File: src/rtl/jstk_pkg.sv
// Shared definitions for the joystick SPI responder: frame size, command flag
// position, FSM state encoding and the order of bytes in a response frame.
package jstk_pkg;

  localparam int NUM_BYTES_DEF = 5;
  localparam int CMD_FLAG_BIT  = 7;

  localparam int BYTE_X_LO = 0;
  localparam int BYTE_X_HI = 1;
  localparam int BYTE_Y_LO = 2;
  localparam int BYTE_Y_HI = 3;
  localparam int BYTE_BTN  = 4;

  typedef enum logic {
    IDLE  = 1'b0,
    SHIFT = 1'b1
  } state_t;

  // Byte idx of a response frame built from a position/button snapshot.
  // Indices outside the defined frame read as zero.
  function automatic logic [7:0] frame_byte(input logic [9:0] x,
                                            input logic [9:0] y,
                                            input logic [2:0] b,
                                            input int         idx);
    logic [7:0] val;
    case (idx)
      BYTE_X_LO: val = x[7:0];
      BYTE_X_HI: val = {6'b000000, x[9:8]};
      BYTE_Y_LO: val = y[7:0];
      BYTE_Y_HI: val = {6'b000000, y[9:8]};
      BYTE_BTN:  val = {5'b00000, b};
      default:   val = 8'h00;
    endcase
    return val;
  endfunction

endpackage

File: src/rtl/sync_edge_det.sv
// Multi-flop synchronizer for an asynchronous input followed by a single-cycle
// rise/fall detector working on the synchronized level.
module sync_edge_det #(
  parameter int   STAGES    = 2,
  parameter logic RESET_VAL = 1'b0
) (
  input  logic clk,
  input  logic reset,
  input  logic din,
  output logic level,
  output logic rise,
  output logic fall
);

  logic [STAGES-1:0] sync_r;
  logic              prev_r;

  // Shift the raw input through the synchronizer chain and remember the last level.
  always_ff @(posedge clk or posedge reset) begin
    if (reset) begin
      sync_r <= {STAGES{RESET_VAL}};
      prev_r <= RESET_VAL;
    end else begin
      sync_r <= (sync_r << 1) | STAGES'(din);
      prev_r <= sync_r[STAGES-1];
    end
  end

  assign level = sync_r[STAGES-1];
  assign rise  = level & ~prev_r;
  assign fall  = ~level & prev_r;

endmodule

File: src/rtl/jstk_spi_responder.sv
// SPI mode-0 responder that emulates a joystick module: streams a snapshot of
// X/Y/buttons to the master and takes LED bits from the first command byte.
module jstk_spi_responder
  import jstk_pkg::*;
#(
  parameter int SYNC_STAGES = 2,
  parameter int NUM_BYTES   = NUM_BYTES_DEF
) (
  input  logic       clk,
  input  logic       reset,
  input  logic       CS,
  input  logic       SCLK,
  input  logic       MOSI,
  output logic       MISO,
  input  logic [9:0] X_in,
  input  logic [9:0] Y_in,
  input  logic [2:0] Buttons_in,
  output logic [1:0] Led_out,
  output logic       Frame_done,
  output logic       Frame_err
);

  localparam int BCW = $clog2(NUM_BYTES + 1);

  logic cs_level_s,   cs_rise_s,   cs_fall_s;
  logic sclk_level_s, sclk_rise_s, sclk_fall_s;
  logic mosi_level_s, mosi_rise_s, mosi_fall_s;
  logic unused_s;

  state_t           state_r, state_s;
  logic [9:0]       x_r, x_s;
  logic [9:0]       y_r, y_s;
  logic [2:0]       btn_r, btn_s;
  logic [2:0]       bit_cnt_r, bit_cnt_s;
  logic [BCW-1:0]   byte_cnt_r, byte_cnt_s;
  logic [7:0]       rx_r, rx_s, rx_next_s;
  logic             miso_r, miso_s;
  logic [1:0]       led_r, led_s;
  logic             done_r, done_s;
  logic             err_r, err_s;

  sync_edge_det #(.STAGES(SYNC_STAGES), .RESET_VAL(1'b1)) u_cs_sync (
    .clk(clk), .reset(reset), .din(CS),
    .level(cs_level_s), .rise(cs_rise_s), .fall(cs_fall_s)
  );

  sync_edge_det #(.STAGES(SYNC_STAGES), .RESET_VAL(1'b0)) u_sclk_sync (
    .clk(clk), .reset(reset), .din(SCLK),
    .level(sclk_level_s), .rise(sclk_rise_s), .fall(sclk_fall_s)
  );

  sync_edge_det #(.STAGES(SYNC_STAGES), .RESET_VAL(1'b0)) u_mosi_sync (
    .clk(clk), .reset(reset), .din(MOSI),
    .level(mosi_level_s), .rise(mosi_rise_s), .fall(mosi_fall_s)
  );

  assign unused_s = ^{sclk_level_s, mosi_rise_s, mosi_fall_s};

  // Bit to present on MISO for a given position; bytes past the frame read zero.
  function automatic logic tx_bit(input logic [BCW-1:0] byte_idx,
                                  input logic [2:0]     bit_idx,
                                  input logic [9:0]     x,
                                  input logic [9:0]     y,
                                  input logic [2:0]     b);
    logic [7:0] cur;
    cur = frame_byte(x, y, b, int'(byte_idx));
    if (byte_idx >= BCW'(NUM_BYTES)) begin
      return 1'b0;
    end else begin
      return cur[~bit_idx];
    end
  endfunction

  // State and datapath registers.
  always_ff @(posedge clk or posedge reset) begin
    if (reset) begin
      state_r    <= IDLE;
      x_r        <= 10'd0;
      y_r        <= 10'd0;
      btn_r      <= 3'd0;
      bit_cnt_r  <= 3'd0;
      byte_cnt_r <= '0;
      rx_r       <= 8'h00;
      miso_r     <= 1'b0;
      led_r      <= 2'b00;
      done_r     <= 1'b0;
      err_r      <= 1'b0;
    end else begin
      state_r    <= state_s;
      x_r        <= x_s;
      y_r        <= y_s;
      btn_r      <= btn_s;
      bit_cnt_r  <= bit_cnt_s;
      byte_cnt_r <= byte_cnt_s;
      rx_r       <= rx_s;
      miso_r     <= miso_s;
      led_r      <= led_s;
      done_r     <= done_s;
      err_r      <= err_s;
    end
  end

  // Next-state and next-value logic for the frame FSM.
  always_comb begin
    state_s    = state_r;
    x_s        = x_r;
    y_s        = y_r;
    btn_s      = btn_r;
    bit_cnt_s  = bit_cnt_r;
    byte_cnt_s = byte_cnt_r;
    rx_s       = rx_r;
    rx_next_s  = {rx_r[6:0], mosi_level_s};
    miso_s     = miso_r;
    led_s      = led_r;
    done_s     = 1'b0;
    err_s      = 1'b0;

    case (state_r)
      IDLE: begin
        miso_s     = 1'b0;
        bit_cnt_s  = 3'd0;
        byte_cnt_s = '0;
        if (cs_fall_s) begin
          // Snapshot the inputs and present the first bit straight away.
          state_s = SHIFT;
          x_s     = X_in;
          y_s     = Y_in;
          btn_s   = Buttons_in;
          miso_s  = tx_bit('0, 3'd0, X_in, Y_in, Buttons_in);
        end else begin
          state_s = IDLE;
        end
      end

      SHIFT: begin
        if (cs_rise_s) begin
          state_s    = IDLE;
          miso_s     = 1'b0;
          bit_cnt_s  = 3'd0;
          byte_cnt_s = '0;
          if ((bit_cnt_r == 3'd0) && (byte_cnt_r >= BCW'(NUM_BYTES))) begin
            done_s = 1'b1;
          end else begin
            err_s = 1'b1;
          end
        end else if (!cs_level_s && sclk_rise_s) begin
          rx_s      = rx_next_s;
          bit_cnt_s = bit_cnt_r + 3'd1;
          if (bit_cnt_r == 3'd7) begin
            // Only the first byte carries a command; later bytes are ignored.
            if ((byte_cnt_r == '0) && rx_next_s[CMD_FLAG_BIT]) begin
              led_s = rx_next_s[1:0];
            end else begin
              led_s = led_r;
            end
            if (byte_cnt_r < BCW'(NUM_BYTES)) begin
              byte_cnt_s = byte_cnt_r + BCW'(1);
            end else begin
              byte_cnt_s = byte_cnt_r;
            end
          end else begin
            byte_cnt_s = byte_cnt_r;
          end
        end else if (!cs_level_s && sclk_fall_s) begin
          miso_s = tx_bit(byte_cnt_r, bit_cnt_r, x_r, y_r, btn_r);
        end else begin
          miso_s = miso_r;
        end
      end

      default: begin
        state_s = IDLE;
        miso_s  = 1'b0;
      end
    endcase
  end

  assign MISO       = miso_r;
  assign Led_out    = led_r;
  assign Frame_done = done_r;
  assign Frame_err  = err_r;

endmodule

File: config.mk
export PLATFORM = sky130hd
export DESIGN_NAME = jstk_spi_responder
export DESIGN_NICKNAME = d
export VERILOG_FILES = /design/src/rtl/jstk_pkg.sv /design/src/rtl/sync_edge_det.sv /design/src/rtl/jstk_spi_responder.sv
export SDC_FILE = /design/constraint.sdc
export NUM_CORES = 1
export LEC_CHECK = 0
export BUFFER_PORTS_ARGS = -buffer_cell sky130_fd_sc_hd__buf_2
export CAP_MARGIN = 20
export CORE_MARGIN = 2
export CORE_UTILIZATION = 50
export DETAILED_ROUTE_END_ITERATION = 6
export GPL_TIMING_DRIVEN = 0
export PLACE_DENSITY = 0.74
export SYNTH_ARGS = -nofsm -noshare
export SYNTH_HDL_FRONTEND = slang
export SYNTH_SLANG_ARGS = --single-unit
File: constraint.sdc
create_clock -name clk -period 1.8 [get_ports clk]
set_clock_uncertainty 0.05 [all_clocks]
set_input_delay 0.09 -clock clk [delete_from_list [all_inputs] [get_ports clk]]
set_output_delay 0.09 -clock clk [all_outputs]
set_load 0.005 [all_outputs]
==> results of run 1 <==
flip-flops by register name (all words and copies together), names as in the netlist, 2 cells and up:
name / flops
x_r: 10
y_r: 10
rx_r: 7
bit_cnt_r: 3
btn_r: 3
byte_cnt_r: 3
Led_out: 2
u_cs_sync.sync_r: 2
u_mosi_sync.sync_r: 2
u_sclk_sync.sync_r: 2
tightest hold or removal path, stage by stage:
cell	delay (ns)
dlygate4sd3_1	0.53
buf_2	0.12
inv_2	0.35
cell type report:
| type | instances | area share [%] |
|---|---|---|
| plain buffers | 5 | 1.30 |
| clock buffers | 5 | 2.30 |
| clock inverters | 3 | 2.30 |
| inverters | 7 | 0.963 |
| multi-input cells | 100 | 32.0 |
| flip-flops and latches | 50 | 42.2 |
| well taps | 50 | 2.09 |
| repair buffers | 67 | 16.8 |
synth_stat cells:
master and instances:
a2111oi_0 1, a211o_1 1, a21oi_1 3, a221o_1 2, a221oi_1 3, a222oi_1 1
a22o_1 2, a22oi_1 4, a311o_1 1, a31oi_1 1, and2_1 1, buf_2 3
buf_6 1, clkbuf_1 2, dfrtp_1 47, dfstp_2 3, ha_1 8, inv_1 7
mux2_2 34, nand2_1 6, nand3_1 3, nand3b_1 2, nor2_1 10, nor2b_1 1
nor2b_4 1, nor3_1 2, nor3b_1 1, nor3b_2 1, nor4_2 1, o2111ai_1 2
o21ai_0 4, o21ai_1 2, o22a_1 1, o41ai_1 1
routing by layer:
| layer | GRT usage [%] | vias up | wire length [um] |
|---|---|---|---|
| li1 | - | 739 | - |
| met1 | 26.3 | 817 | 1990 |
| met2 | 35.9 | 58 | 2560 |
| met3 | 3.90 | 13 | 240 |
| met4 | 8.33 | 0 | 93 |
| met5 | 0 | - | 0 |
cell families (layout without fill, tap and decap cells):
family                     count (synthesis)  after routing  share of synthesized area, %
adders and majority gates                  8              8                          4.60
muxes                                     34             34                          17.6
AOI/OAI and AO/OA                         29             29                          10.0
and+or+nand+nor                           29             29                          7.31
buffers and inverters                     13             87                          2.76
DFF                                       50             50                          57.7
where the power goes:
group	switching (mW)	internal, mW
Combinational	0.159	0.268
Clock	0.379	0.556
Sequential	0.123	1.33
path summary, 6_finish.rpt:
path                                       startpoint                     to
worst min register to register  u_sclk_sync.sync_r[0]  u_sclk_sync.sync_r[1]
max in group asynchronous                       reset           bit_cnt_r[0]
worst min-delay path                            reset                state_r
worst max-delay path                    byte_cnt_r[0]                   MISO
min in group clk                u_sclk_sync.sync_r[0]  u_sclk_sync.sync_r[1]
worst max register to register          byte_cnt_r[0]                   MISO
stage by stage:
step | cell area [um2] | instances | util [%] | hold slack (ns) | setup TNS (ns)
floorplan | 2190 | 163 | - | 0.0445 | 0
global placement | 2410 | 245 | 59.0 | 0.145 | -3.50
detailed placement | 2430 | 246 | 59.5 | 0.0840 | -3.29
CTS | 2930 | 286 | 71.7 | 0.296 | -0.0769
global route | 2990 | 287 | 73.1 | 0.316 | -0.137
finish | 2990 | 287 | 73.1 | 0.290 | -0.0116
repair_timing:
action,4_1_cts,5_1_grt
resized for setup,17,14
buffers inserted,6,1
hold endpoints to repair,45,0
hold buffers,27,0
pin swaps,7,6
setup endpoints to repair,22,15
==> results.txt, run 1 <==
Final Hold Viols = 0
top post-synthesis cells by area = dfrtp_1, mux2_2, ha_1, dfstp_2, nor2_1
TritonCTS clock tree = built
pre-CTS WS = -0.343 ns
Crit path depth = 7
post-synth cell types = 34
FILL cells = 252
top cell type's share of synthesized area = 54.1%
status = finished with violations
family with the most delay on the worst path = compound AO/OA/AOI/OAI gates
drt first pass iters = 5
I/O pin cnt = 33
Routed WL = 4880 um
Ys Warns = 0
drt wl/cell = 17.0 um
pwr/cell area = 942 nW/um2
Yosys reg bits = 50
number of port buffers = 32
CP cell instances = inv_4 > ha_4 > nor2b_4 > a221o_1 > a311o_1 > a31oi_1 > o21ai_1
final setup violation count = 1
Mapped Nets = 199
htree depth = 2
Final HPWL DP = 3150 um
commonest non-fill, non-tap cell in the layout = dfrtp_1
initial core utilization = 53.2%
Seq/Total Area, Yosys = 57.7%
Max Root-Sink Buffers = 2
post-route clock period utilization = 101%
Mapped Cells = 163
first-pass GRT wire length = 8070 um
cell accounting for the most synthesized area = dfrtp_1
Layout Nets = 272
vias in the first global route = 1682
post-DR vias/cell = 5.67
row cnt = 23
Total GRT Usage = 21.0%
vias = 1627
Reg area = 1260 um2
Die ar. = 4890 um2
RSZ-0062 raised after global routing = yes
setup ws final = -0.0116 ns
DRC = 0
crit path DAT = 1.96 ns
FF-to-FF setup slack = -0.01 ns
total power = 2.81 mW
CP max stage delay = 0.43 ns
Crit. End Element = register
antenna violation net count after detailed routing = 0
synthesized area = 2170 um2
Iteration-0 DRC Markers = 131
Slew @ Worst Pin = 0.482 ns
antenna violations before repair = 0
Die W = 70.0 um
CTS Root Cell = clkbuf_8
kind of launch point of the worst setup path = register
Worst Path Max Fanout = 7
Antenna Cells = 0
Slew Limit Fails = 0
Reg clk slew, reported paths = 0.09 ns
critical path required time = 1.95 ns
layout cells sized above 1 = 46.4%
Layout area overhead = 37.4%
CP bufs+invs = 1
Hold Path Class = in -> async
Placer Congestion = 0.854
GRT Residual Overflow = 0
Leakage Power = 1.32 nW
Multi-input gate area = 956 um2
Avg Inst Size Synth = 13.3 um2
WS Path Type = reg -> reg
minimum clock period = 1.81 ns
Clk Latency, worst-skew pair = 0.31 ns
headroom to the max-slew limit = 67.9%
Core Region = 4090 um2
max_cap viols = 0
R2R depth = 7
TritonCTS buffer count = 5
slowest stage cell on the critical path = dfrtp_2
Highest Clock Rate = 552 MHz
most frequent cells in the layout = dfrtp_1, mux2_2, buf_2
worst vdd ir = 0.000729 V
Die Ht = 70.0 um
failing checks = negative setup slack
clk sinks = 50
largest net degree at the start of global routing = 29
(Power assumes the default switching activity.)
==> run 2: changes to the inputs <==
--- a/constraint.sdc
+++ b/constraint.sdc
@@ -4,2 +4,2 @@
 set_output_delay 0.09 -clock clk [all_outputs]
-set_load 0.005 [all_outputs]
+set_load 0.1 [all_outputs]
==> run 2 against run 1 <==
Compared with the run above: register-to-register slack got worse by 0.07 ns; critical path depth decreased by 1; die area unchanged; utilization decreased by 1.9 points; critical endpoint unchanged; largest cell class unchanged; the run still ends with negative setup slack left; sequential share of layout area increased by 1.1 points.
==> results.txt, run 2 (synthesis results as in run 1) <==
WS Path Type = reg -> reg (unchanged)
Routed WL = 4580 um (was 4880 um)
max_cap viols = 0 (unchanged)
kind of launch point of the worst setup path = register (unchanged)
drt first pass iters = 5 (unchanged)
failing checks = negative setup slack (unchanged)
Layout area overhead = 33.9% (was 37.4%)
DRC = 0 (unchanged)
sequential cell fraction of total power = 54.5% (was 51.6%)
final cell count without fillers = 285 (was 287)
TritonCTS clock tree = built (unchanged)
Die ar. = 4890 um2 (unchanged)
initial core utilization = 53.2% (unchanged)
CTS Root Cell = clkbuf_8 (unchanged)
Net Sw Power = 0.649 mW (was 0.661 mW)
most frequent cells in the layout = dfrtp_1, mux2_2, buf_2 (unchanged)
dpl cells = 246 (unchanged)
worst vdd ir = 0.000719 V (was 0.000729 V)
pre-CTS WS = -0.354 ns (was -0.343 ns)
row cnt = 23 (unchanged)
pwr/cell area = 911 nW/um2 (was 942 nW/um2)
Slew @ Worst Pin = 0.567 ns (was 0.482 ns)
number of port buffers = 32 (unchanged)
total power = 2.65 mW (was 2.81 mW)
htree depth = 2 (unchanged)
Placer Congestion = 0.836 (was 0.854)
Crit. End Element = register (unchanged)
critical path required time = 1.93 ns (was 1.95 ns)
post-route clock period utilization = 105% (was 101%)
Highest Clock Rate = 531 MHz (was 552 MHz)
Comb power frac = 16.7% (was 15.2%)
Hold Path Class = in -> reg (was in -> async)
FILL cells = 276 (was 252)
antenna violation net count after detailed routing = 0 (unchanged)
largest net degree at the start of global routing = 27 (was 29)
Iteration-0 DRC Markers = 64 (was 131)
commonest non-fill, non-tap cell in the layout = dfrtp_1 (unchanged)
TritonCTS buffer count = 5 (unchanged)
drt wl/cell = 16.1 um (was 17.0 um)
Total GRT Usage = 20.1% (was 21.0%)
Worst Path Max Fanout = 6 (was 7)
biggest regs = x_r (10), y_r (10), rx_r (7) (unchanged)
antenna violations before repair = 0 (unchanged)
vias in the first global route = 1690 (was 1682)
Layout Nets = 270 (was 272)
P_int = 2.00 mW (was 2.15 mW)
post-DR vias/cell = 5.57 (was 5.67)
Clk Latency, worst-skew pair = 0.30 ns (was 0.31 ns)
RSZ-0062 raised after global routing = yes (unchanged)
final setup violation count = 1 (unchanged)
Final HPWL DP = 3130 um (was 3150 um)
GRT Residual Overflow = 0 (unchanged)
Slew Limit Fails = 0 (unchanged)
layout cells sized above 1 = 45.1% (was 46.4%)
Final Hold Viols = 0 (unchanged)
minimum clock period = 1.88 ns (was 1.81 ns)
clock share of power = 28.8% (was 33.2%)
Core Region = 4090 um2 (unchanged)
headroom to the max-slew limit = 62.1% (was 67.9%)
vias = 1588 (was 1627)
Die W = 70.0 um (unchanged)
clk sinks = 50 (unchanged)
Max Root-Sink Buffers = 2 (unchanged)
sw frac = 24.5% (was 23.5%)
Leakage Power = 1.30 nW (was 1.32 nW)
Die Ht = 70.0 um (unchanged)
setup ws final = -0.0826 ns (was -0.0116 ns)
status = finished with violations (unchanged)
first-pass GRT wire length = 7760 um (was 8070 um)
Antenna Cells = 0 (unchanged)
Reg clk slew, reported paths = 0.09 ns (about the same)
crit path DAT = 2.01 ns (was 1.96 ns)
I/O pin cnt = 33 (unchanged)
run 2: repair_timing:
| action | in CTS | in global routing |
|---|---|---|
| resized for setup | 14 | 8 |
| cloned | 0 | 0 |
| setup endpoints to repair | 22 | 23 |
| pin swaps | 2 | 3 |
| endpoints found under the hold margin | 47 | 0 |
| hold buffers | 26 | 0 |
| setup buffers | 2 | 4 |
run 2: final timing paths:
path | startpoint | to | slack [ns] | cells after the start
max in group asynchronous | reset | byte_cnt_r[2] | 0.85 | 4
hold / removal | X_in[7] | x_r[7] | 0.02 | 2
hold reg to reg | u_sclk_sync.sync_r[0] | u_sclk_sync.sync_r[1] | 0.30 | 0
setup / recovery | byte_cnt_r[1] | MISO | -0.08 | 6
setup reg to reg | byte_cnt_r[1] | MISO | -0.08 | 6
min in group asynchronous | reset | byte_cnt_r[1] | 0.33 | 3
run 2: power by group through the flow:
| stage | Clock [mW] | Sequential (mW) | Combinational [mW] |
|---|---|---|---|
| final | 0.763 | 1.45 | 0.443 |
| after global placement | 0 | 1.45 | 0.358 |
| after global routing | 0.826 | 1.47 | 0.489 |
| after detailed placement | 0 | 1.47 | 0.388 |
| after floorplan | 0 | 1.45 | 0.272 |
| after CTS | 0.781 | 1.44 | 0.436 |
run 2: cell type report:
cell class | instances | area [um2] | area share, %
Buffer | 5 | 35.0 | 1.20
Clock buffer | 5 | 68.8 | 2.36
Clock inverter | 3 | 40.0 | 1.38
Inverter | 7 | 28.8 | 0.988
Multi-Input combinational cell | 100 | 922 | 31.7
Sequential cell | 50 | 1260 | 43.3
Tap cell | 50 | 62.6 | 2.15
Timing Repair Buffer | 65 | 493 | 16.9
run 2: metal layers:
layer,GRT usage [%],share of wire [%],up-vias
met4,7.05,1.9,0
li1,-,-,738
met3,4.33,3.6,11
met2,33.4,51,39
met5,0,0,-
met1,26.1,44,800
run 2: critical path, stage by stage (launching register included):
cell and delay (ns):
dfrtp_2 0.47, ha_1 0.21, ha_2 0.20, a221o_1 0.31, a311o_1 0.29, a31oi_1 0.14, o21ai_1 0.09
run 2: stage by stage:
step	utilization, %	cell area, um2	TNS, ns	hold WS (ns)
floorplan	-	2190	0	0.0445
CTS	70.1	2870	-0.0700	0.0119
finish	71.2	2910	-0.0826	0.0178
global placement	59.0	2410	-3.36	0.145
global route	71.2	2910	-0.115	0.00507
detailed placement	59.6	2440	-3.08	0.129
==> run 3: changes to the inputs <==
CORE_UTILIZATION = 53   (was 50)
CTS_BUF_LIST = sky130_fd_sc_hd__clkbuf_4 sky130_fd_sc_hd__clkbuf_8   (was not set)
PLACE_DENSITY = 0.78   (was 0.74)
==> run 3 against run 2 <==
Compared with the run above: the run still ends with negative setup slack left; clock-buffer cell count grew 1; setup slack improved by 0.021 ns; utilization increased by 2.5 points; first-iteration DRC count increased by 98%; combinational power is 4.5% higher; via count is 2.5% higher; global-route usage grew 4.1 points; clock power fell by 12%; maximum frequency is 1.1% higher; die area shrank 5.3%; critical path type unchanged; largest power group unchanged.
==> results.txt, run 3 (synthesis results as in run 1) <==
Routed WL = 5000 um (was 4580 um)
DRC = 0 (unchanged)
headroom to the max-slew limit = 64.7% (was 62.1%)
post-route clock period utilization = 103% (was 105%)
Iteration-0 DRC Markers = 127 (was 64)
sw frac = 26.4% (was 24.5%)
FF-to-FF setup slack = -0.06 ns (was -0.08 ns)
clk sinks = 50 (unchanged)
Highest Clock Rate = 537 MHz (was 531 MHz)
Die W = 68.1 um (was 70.0 um)
Layout area overhead = 34.8% (was 33.9%)
Reg clk slew, reported paths = 0.09 ns (about the same)
pre-CTS WS = -0.280 ns (was -0.354 ns)
Slew Limit Fails = 0 (unchanged)
I/O pin cnt = 33 (unchanged)
P_int = 1.91 mW (was 2.00 mW)
Die ar. = 4630 um2 (was 4890 um2)
Worst Path Max Fanout = 5 (was 6)
max_cap viols = 0 (unchanged)
Layout Nets = 271 (was 270)
initial core utilization = 54.8% (was 53.2%)
Crit. End Element = register (unchanged)
CP max stage delay = 0.46 ns (was 0.47 ns)
clock share of power = 26.0% (was 28.8%)
final cell count without fillers = 286 (was 285)
Leakage Power = 1.29 nW (was 1.30 nW)
layout cells sized above 1 = 47.0% (was 45.1%)
total power = 2.59 mW (was 2.65 mW)
htree depth = 2 (unchanged)
first-pass GRT wire length = 8060 um (was 7760 um)
Total GRT Usage = 24.2% (was 20.1%)
sequential cell fraction of total power = 56.1% (was 54.5%)
most frequent cells in the layout = dfrtp_1, mux2_2, buf_2 (unchanged)
Max Root-Sink Buffers = 2 (unchanged)
pwr/cell area = 885 nW/um2 (was 911 nW/um2)
RSZ-0062 raised after global routing = yes (unchanged)
fin util = 73.8% (was 71.2%)
kind of launch point of the worst setup path = register (unchanged)
drt first pass iters = 4 (was 5)
fin area = 2930 um2 (was 2910 um2)
antenna violations before repair = 0 (unchanged)
GRT Residual Overflow = 0 (unchanged)
final setup violation count = 1 (unchanged)
family with the most delay on the worst path = compound AO/OA/AOI/OAI gates (unchanged)
CP bufs+invs = 0 (unchanged)
setup ws final = -0.0620 ns (was -0.0826 ns)
crit path DAT = 2.00 ns (was 2.01 ns)
number of port buffers = 32 (unchanged)
biggest regs = x_r (10), y_r (10), rx_r (7) (unchanged)
Hold Path Class = reg -> reg (was in -> reg)
antenna violation net count after detailed routing = 0 (unchanged)
setup TNS = -0.0620 ns (was -0.0826 ns)
Die Ht = 68.1 um (was 70.0 um)
slowest stage cell on the critical path = dfrtp_2 (unchanged)
Placer Congestion = 0.918 (was 0.836)
CTS Root Cell = clkbuf_8 (unchanged)
minimum clock period = 1.86 ns (was 1.88 ns)
row cnt = 23 (unchanged)
area post-placement = 2430 um2 (was 2440 um2)
commonest non-fill, non-tap cell in the layout = dfrtp_1 (unchanged)
drt wl/cell = 17.5 um (was 16.1 um)
status = finished with violations (unchanged)
Core Region = 3970 um2 (was 4090 um2)
failing checks = negative setup slack (unchanged)
critical path required time = 1.94 ns (was 1.93 ns)
worst vdd ir = 0.000629 V (was 0.000719 V)
largest net degree at the start of global routing = 28 (was 27)
Antenna Cells = 0 (unchanged)
dpl cells = 246 (unchanged)
TritonCTS clock tree = built (unchanged)
hold slack = 0.296 ns (was 0.0178 ns)
TritonCTS buffer count = 5 (unchanged)
Comb power frac = 17.8% (was 16.7%)
post-DR vias/cell = 5.69 (was 5.57)
WS Path Type = reg -> reg (unchanged)
vias = 1628 (was 1588)
Net Sw Power = 0.683 mW (was 0.649 mW)
Final Hold Viols = 0 (unchanged)
CP cell instances = ha_2 > ha_4 > a221o_1 > a311o_1 > a31oi_1 > o21ai_1 (was ha_1 > ha_2 > a221o_1 > a311o_1 > a31oi_1 > o21ai_1)
vias in the first global route = 1721 (was 1690)
Slew @ Worst Pin = 0.528 ns (was 0.567 ns)
Clk Latency, worst-skew pair = 0.30 ns (about the same)
Final HPWL DP = 3080 um (was 3130 um)
[run 3: routing by layer]
metal | track usage [%] | wire length [um]
met5 | 0 | 0
met4 | 9.50 | 119
met3 | 5.92 | 256
met2 | 41.0 | 2650
met1 | 29.9 | 1980
[run 3: cell type report]
cell class                 instances  area (um2)
timing repair buffer              66         495
clock buffer                       6        82.6
clock inverter                     2        12.5
inverter                           7        28.8
buffer                             5        38.8
tap                               50        62.6
fill                             243        1040
sequential                        50        1260
multi-input combinational        100         948
[run 3: power groups by stage]
| stage | registers (mW) | logic (mW) | clock network, mW |
|---|---|---|---|
| after floorplan | 1.45 | 0.272 | 0 |
| after global placement | 1.45 | 0.358 | 0 |
| after detailed placement | 1.47 | 0.382 | 0 |
| after CTS | 1.44 | 0.446 | 0.688 |
| after global routing | 1.48 | 0.505 | 0.730 |
| final | 1.46 | 0.463 | 0.675 |
[run 3: path summary, 6_finish.rpt]
| kind | startpoint | cells past startpoint | endpoint |
|---|---|---|---|
| max | byte_cnt_r[1] | 6 | MISO |
| min | u_sclk_sync.sync_r[0] | 0 | u_sclk_sync.sync_r[1] |
| max reg2reg | byte_cnt_r[1] | 6 | MISO |
| min reg2reg | u_sclk_sync.sync_r[0] | 0 | u_sclk_sync.sync_r[1] |
| max in group asynchronous | reset | 4 | u_cs_sync.sync_r[0] |
| min in group asynchronous | reset | 3 | x_r[0] |
[run 3: what timing repair did]
| item | CTS | global route |
|---|---|---|
| setup endpoints to repair | 22 | 16 |
| hold buffers | 27 | 0 |
| cloned | 0 | 0 |
| endpoints found under the hold margin | 49 | 0 |
| pin swaps | 0 | 7 |
| buffers inserted | 4 | 2 |
| gates resized for setup | 17 | 12 |
